$ cat config.mk
export PLATFORM = sky130hd
export DESIGN_NAME = legv8_fetch_unit
export DESIGN_NICKNAME = d
export VERILOG_FILES = /design/src/rtl/legv8_fetch_unit_pkg.sv /design/src/rtl/legv8_next_pc.sv /design/src/rtl/legv8_fetch_unit.sv
export SDC_FILE = /design/constraint.sdc
export NUM_CORES = 1
export LEC_CHECK = 0
export ABC_AREA = 1
export BUFFER_PORTS_ARGS = -buffer_cell sky130_fd_sc_hd__buf_4
export CAP_MARGIN = 20
export CORE_MARGIN = 4
export CORE_UTILIZATION = 46
export CTS_BUF_LIST = sky130_fd_sc_hd__clkbuf_8
export DETAILED_ROUTE_END_ITERATION = 8
export PLACE_DENSITY_LB_ADDON = 0.15
export SLEW_MARGIN = 10
export SYNTH_ARGS = -nofsm -noshare
export SYNTH_HDL_FRONTEND = slang
export SYNTH_SLANG_ARGS = --single-unit
export TNS_END_PERCENT = 100
$ cat constraint.sdc
create_clock -name iCLK -period 2.14 [get_ports iCLK]
set_input_delay 0.428 -clock iCLK [delete_from_list [all_inputs] [get_ports iCLK]]
set_output_delay 0.428 -clock iCLK [all_outputs]
set_load 0.02 [all_outputs]
$ cat src/rtl/legv8_fetch_unit_pkg.sv
// Shared definitions for the LEGv8 instruction-fetch stage.
//   fetchState_e : fetch FSM state encoding (also driven out for debug)
//   FLT_*        : fault codes reported on oFaultCode
//   OPC_MSB/LSB  : position of the 11-bit opcode field in an instruction
//   INSTR_BYTES  : sequential PC increment
package legv8_fetch_unit_pkg;

  typedef enum logic [1:0] {
    FS_BOOT  = 2'd0,
    FS_REQ   = 2'd1,
    FS_HOLD  = 2'd2,
    FS_FAULT = 2'd3
  } fetchState_e;

  localparam logic [1:0] FLT_NONE    = 2'b00;
  localparam logic [1:0] FLT_TIMEOUT = 2'b01;
  localparam logic [1:0] FLT_ALIGN   = 2'b10;

  localparam int OPC_MSB     = 31;
  localparam int OPC_LSB     = 21;
  localparam int INSTR_BYTES = 4;

  // Instructions are word-aligned; any set bit in [1:0] is a bad target.
  function automatic logic isAligned(input logic [63:0] addr);
    return (addr[1:0] == 2'b00);
  endfunction

endpackage

$ cat src/rtl/legv8_next_pc.sv
// Next-PC logic for the fetch stage (purely combinational).
//   iPC           : PC of the instruction being retired
//   iBranchTaken  : select iBranchTarget instead of iPC + 4
//   iBranchTarget : redirect address
//   oNextPC       : selected next PC (the +4 path wraps modulo 2^64)
//   oMisaligned   : oNextPC is not word-aligned
module legv8_next_pc
  import legv8_fetch_unit_pkg::*;
(
  input  logic [63:0] iPC,
  input  logic        iBranchTaken,
  input  logic [63:0] iBranchTarget,
  output logic [63:0] oNextPC,
  output logic        oMisaligned
);

  logic [63:0] seqPC;

  assign seqPC       = iPC + 64'(INSTR_BYTES);
  assign oNextPC     = iBranchTaken ? iBranchTarget : seqPC;
  assign oMisaligned = ~isAligned(oNextPC);

endmodule

$ cat src/rtl/legv8_fetch_unit.sv
// LEGv8 instruction-fetch stage. Holds the PC, fetches from instruction
// memory, and presents the instruction to control/datapath until retired.
//   iCLK, iRST          : clock, synchronous active-high reset
//   oIMemReq, oIMemAddr : request to instruction memory (address = oPC)
//   iIMemAck, iIMemData : memory response; data is taken on ack in FS_REQ
//   iRetire             : datapath is done with the presented instruction
//   iBranchTaken/Target : redirect, only looked at on a retire in FS_HOLD
//   oPC/oInstr/oOpcode  : presented instruction, qualified by oValid
//   oFault, oFaultCode  : sticky trap (01 bus timeout, 10 misaligned target)
//   oRetired            : retired-instruction counter, wraps
//   oState              : current FSM state for debug
//
// Handshakes: oIMemReq is held high with a constant oIMemAddr until the
// cycle iIMemAck=1 is seen; that cycle completes the transfer. On the
// datapath side oValid stays high with stable outputs until a cycle with
// iRetire=1, which consumes the instruction.
module legv8_fetch_unit
  import legv8_fetch_unit_pkg::*;
#(
  parameter logic [63:0] RESET_PC = 64'h0,
  parameter int          TIMEOUT  = 16,
  parameter int          CNT_W    = 32
) (
  input  logic             iCLK,
  input  logic             iRST,
  output logic             oIMemReq,
  output logic [63:0]      oIMemAddr,
  input  logic             iIMemAck,
  input  logic [31:0]      iIMemData,
  input  logic             iRetire,
  input  logic             iBranchTaken,
  input  logic [63:0]      iBranchTarget,
  output logic [63:0]      oPC,
  output logic [31:0]      oInstr,
  output logic [10:0]      oOpcode,
  output logic             oValid,
  output logic             oFault,
  output logic [1:0]       oFaultCode,
  output logic [CNT_W-1:0] oRetired,
  output fetchState_e      oState
);

  localparam int                WAIT_W    = (TIMEOUT > 2) ? $clog2(TIMEOUT) : 1;
  localparam logic [WAIT_W-1:0] WAIT_LAST = WAIT_W'(TIMEOUT - 1);
  localparam logic [63:0]       PC_INIT   = RESET_PC & ~64'h3;

  fetchState_e       state, stateNext;
  logic [63:0]       pcReg, pcNext;
  logic [31:0]       instrReg, instrNext;
  logic [1:0]        faultCode, faultCodeNext;
  logic [CNT_W-1:0]  retired, retiredNext;
  logic [WAIT_W-1:0] waitCnt, waitCntNext;

  logic [63:0] npc;
  logic        npcMisaligned;

  legv8_next_pc uNextPc (
    .iPC          (pcReg),
    .iBranchTaken (iBranchTaken),
    .iBranchTarget(iBranchTarget),
    .oNextPC      (npc),
    .oMisaligned  (npcMisaligned)
  );

  always_ff @(posedge iCLK) begin
    if (iRST) begin
      state     <= FS_BOOT;
      pcReg     <= PC_INIT;
      instrReg  <= 32'h0;
      faultCode <= FLT_NONE;
      retired   <= '0;
      waitCnt   <= '0;
    end else begin
      state     <= stateNext;
      pcReg     <= pcNext;
      instrReg  <= instrNext;
      faultCode <= faultCodeNext;
      retired   <= retiredNext;
      waitCnt   <= waitCntNext;
    end
  end

  always_comb begin
    stateNext     = state;
    pcNext        = pcReg;
    instrNext     = instrReg;
    faultCodeNext = faultCode;
    retiredNext   = retired;
    waitCntNext   = waitCnt;

    case (state)
      FS_BOOT: stateNext = FS_REQ;

      FS_REQ: begin
        // An ack on the last allowed cycle is checked first, so it wins.
        if (iIMemAck) begin
          instrNext   = iIMemData;
          waitCntNext = '0;
          stateNext   = FS_HOLD;
        end else if (waitCnt == WAIT_LAST) begin
          faultCodeNext = FLT_TIMEOUT;
          stateNext     = FS_FAULT;
        end else begin
          waitCntNext = waitCnt + WAIT_W'(1);
        end
      end

      FS_HOLD: begin
        if (iRetire) begin
          // The bad target is still latched so the trap shows where it went.
          pcNext      = npc;
          retiredNext = retired + CNT_W'(1);
          if (npcMisaligned) begin
            faultCodeNext = FLT_ALIGN;
            stateNext     = FS_FAULT;
          end else begin
            stateNext = FS_REQ;
          end
        end
      end

      FS_FAULT: stateNext = FS_FAULT;

      default: stateNext = FS_BOOT;
    endcase
  end

  // oValid is high exactly while an instruction is held for the datapath.
  assign oIMemReq   = (state == FS_REQ);
  assign oIMemAddr  = pcReg;
  assign oPC        = pcReg;
  assign oInstr     = instrReg;
  assign oOpcode    = instrReg[OPC_MSB:OPC_LSB];
  assign oValid     = (state == FS_HOLD);
  assign oFault     = (state == FS_FAULT);
  assign oFaultCode = faultCode;
  assign oRetired   = retired;
  assign oState     = state;

endmodule

==> run_results.csv <==
group,metric,value,unit
outcome,outcome,"finished clean",
worst_setup_path,path_buf_inv,1,
worst_setup_path,critical_path.startpoint_type,"register",
power_and_ir_drop,power.static_leakage,0.00536,µW
routing,drt_first_pass_iters,6,
grt,antenna_found_initial,1,
synthesis,synth_area,9240,µm²
placed_design,port_buffers,310,
routing,wl_per_cell,16.1,µm
worst_setup_path,reg2reg_setup_slack,0.15,ns
floorplan,coreArea,19600,µm²
worst_setup_path,slowest_stage,"dfxtp_1",
worst_setup_path,cpMostUsedCell,"nand2_1",
sta,hold_viol,0,
sta,setup_viol,0,
routing,drt_iter0_drc,794,
clocking,numClockSinks,136,
routing,vias,10696,
cells_and_area,drive_gt1_frac,0.242,
sta,period_share,0.930,
placed_design,dp_slack,0.0144,ns
worst_setup_path,critPathArrivalTime,2.32,ns
sta,skew,0.0164,ns
cells_and_area,finish.net_count,1917,
worst_setup_path,cp_top_family,"simple AND/OR/NAND/NOR gates",
clocking,clk_pin_slew,0.10,ns
cells_and_area,diodes,0,
clocking,root_buffer,"clkbuf_8",
clocking,cts_tree,"built",
grt,grt.total_usage,0.293,
synthesis,yosysWarnings,0,
sta,drv_slew,0,
synthesis,synth_top_cell_by_area,"dfxtp_1",
synthesis,async_flop_share,0,
worst_setup_path,path_class,"register to register",
worst_setup_path,path_cells,"ha_1 > nand3_1 > nor3_4 > nand2_2 > nor2_4 > buf_4 > nand2_1 > nand2_1 > nand3_1 > nand2_1 > a21oi_1",
floorplan,start_util,0.472,
sta,fin_crit,1.99,ns
synthesis,synth_most_common_cell,"nand2_1",
worst_setup_path,crit_required,2.47,ns
worst_hold_path,hp-class,"input pin to register",
clocking,cts_hold_buffers,0,
clocking,htree_levels,4,
power_and_ir_drop,peakVddDrop,428,µV
power_and_ir_drop,power,6110,µW
routing,ant_nets,0,
floorplan,ioPinCount,311,
sta,fin_setup_tns,0,ns
worst_setup_path,slowest_delay,0.35,ns
routing,totalWireLength,33.8,mm
synthesis,syn-num-nets,1672,
grt,first_global_vias,9991,
synthesis,synth_area_per_cell,5.89,µm²
routing,drc,0,
synthesis,syn-instance-count,1568,
placed_design,hpwl,26.2,mm
synthesis,synth_edf_count,0,
synthesis,synth_common_cells,"nand2_1, nor2_1, inv_1",
clocking,cts_made_buffers,17,
grt,grt_first_pass_wirelength,52.5,mm
routing,routed_via_density,5.12,
clocking,cts.path.max_buffers,2,
floorplan,die_area,22400,µm²
cells_and_area,multi_input_area,5180,µm²
cells_and_area,regArea,2730,µm²
run,drv_cap,0,
floorplan,std_cell_rows,51,
floorplan,fp.dieW,150,µm
sta,final.setup.worst_slack,0.150,ns
synthesis,ys_seq_area_frac,0.295,
grt,grt_max_degree,71,
cells_and_area,fillers,2008,
sta,worst_pin_slew,0.626,ns
synthesis,synthTopCellsByArea,"dfxtp_1, nand2_1, nor2_1, inv_1, buf_4",
power_and_ir_drop,p_per_area,511,nW/µm²
cells_and_area,synthToLayoutAreaGrowth,29.4,%
sta,rsz0062_at_grt,"false",
synthesis,yosys.area.top_type_share,0.295,
synthesis,ys.flop_type,"dfxtp_1",
placed_design,globalplace.congestion,0.968,
clocking,clock_latency,0.46,ns
grt,grt_overflow,0,
worst_setup_path,endpoint_kind,"register",
worst_setup_path,cp_max_fo,6,
sta,slew_headroom,0.583,
synthesis,synth_cell_type_count,43,
synthesis,synth-seq-cells,136,
sta,max_freq,503,MHz
floorplan,fp.dieH,150,µm
[cells in the final DEF, fill, tap and decap left out, types with 7 or more instances in the layout]
cell type and count:
inv_2 7, nor2_1 287, o21ai_0 103, a21oi_1 97, nand2_2 9, dfxtp_1 134, clkbuf_8 17, nor3_1 35
nor2_2 16, nand3_1 78, nand2_1 438, nand4_1 19, nor2_4 9, buf_4 347, inv_1 150
[layer usage]
metal  global-route usage  wire length, µm
met1                0.371            13800
met2                0.495            16100
met3               0.0706             2810
met4               0.0906             1020
met5                    0               13
[sequential cells by signal (all words and copies together) (netlist names)]
| name | count |
|---|---|
| waitCnt | 4 |
| oFaultCode | 2 |
| oState | 2 |
| oIMemAddr | 64 |
| oInstr | 32 |
| oRetired | 32 |
[worst paths after layout]
check | start | endpoint | cells past startpoint
max | oIMemAddr[2] | oIMemAddr[48] | 11
min | iIMemData[6] | oInstr[6] | 3
max reg2reg | oIMemAddr[2] | oIMemAddr[48] | 11
min reg2reg | oFaultCode[1] | oFaultCode[1] | 2
[where the power goes]
part	total, µW	switching (µW)	internal, µW
clock	2380	1270	1110
sequential	2720	97.8	2620
combinational	1010	581	431
[stage by stage]
stage / util / hold WS [ns] / cells / cell area (µm²)
floorplan: - / 0.456 / 1568 / 9240
global placement: 0.585 / 0.449 / 2055 / 11500
detailed placement: 0.585 / 0.456 / 2055 / 11500
CTS: 0.608 / 0.161 / 2087 / 11900
global route: 0.610 / 0.147 / 2091 / 12000
finish: 0.610 / 0.176 / 2091 / 12000
[repair_timing]
action                     in CTS  in global routing
gates resized for setup         1                 11
buffers inserted                0                  4
pin swaps                       0                  2
setup endpoints to repair       1                 10
cloned                          0                  0
[layout make-up]
cell class,instances,share of cell area
multi-input combinational,1149,0.434
sequential,136,0.228
timing repair buffer,351,0.225
inverter,158,0.0500
tap,265,0.0277
clock buffer,17,0.0196
clock inverter,15,0.0167
[worst min-delay path, cell delays in order]
cell	delay (ns)
buf_4	0.08
nor2_1	0.03
nor2_1	0.08
[kinds of logic after synthesis]
family / share of synthesized area
buf+inv: 0.147
flops: 0.295
fa+ha+maj: 0.00406
xor+xnor: 0.00853
compound gates: 0.124
simple gates: 0.420
mux: 0.00217
Power figures use the tool's default switching activity.
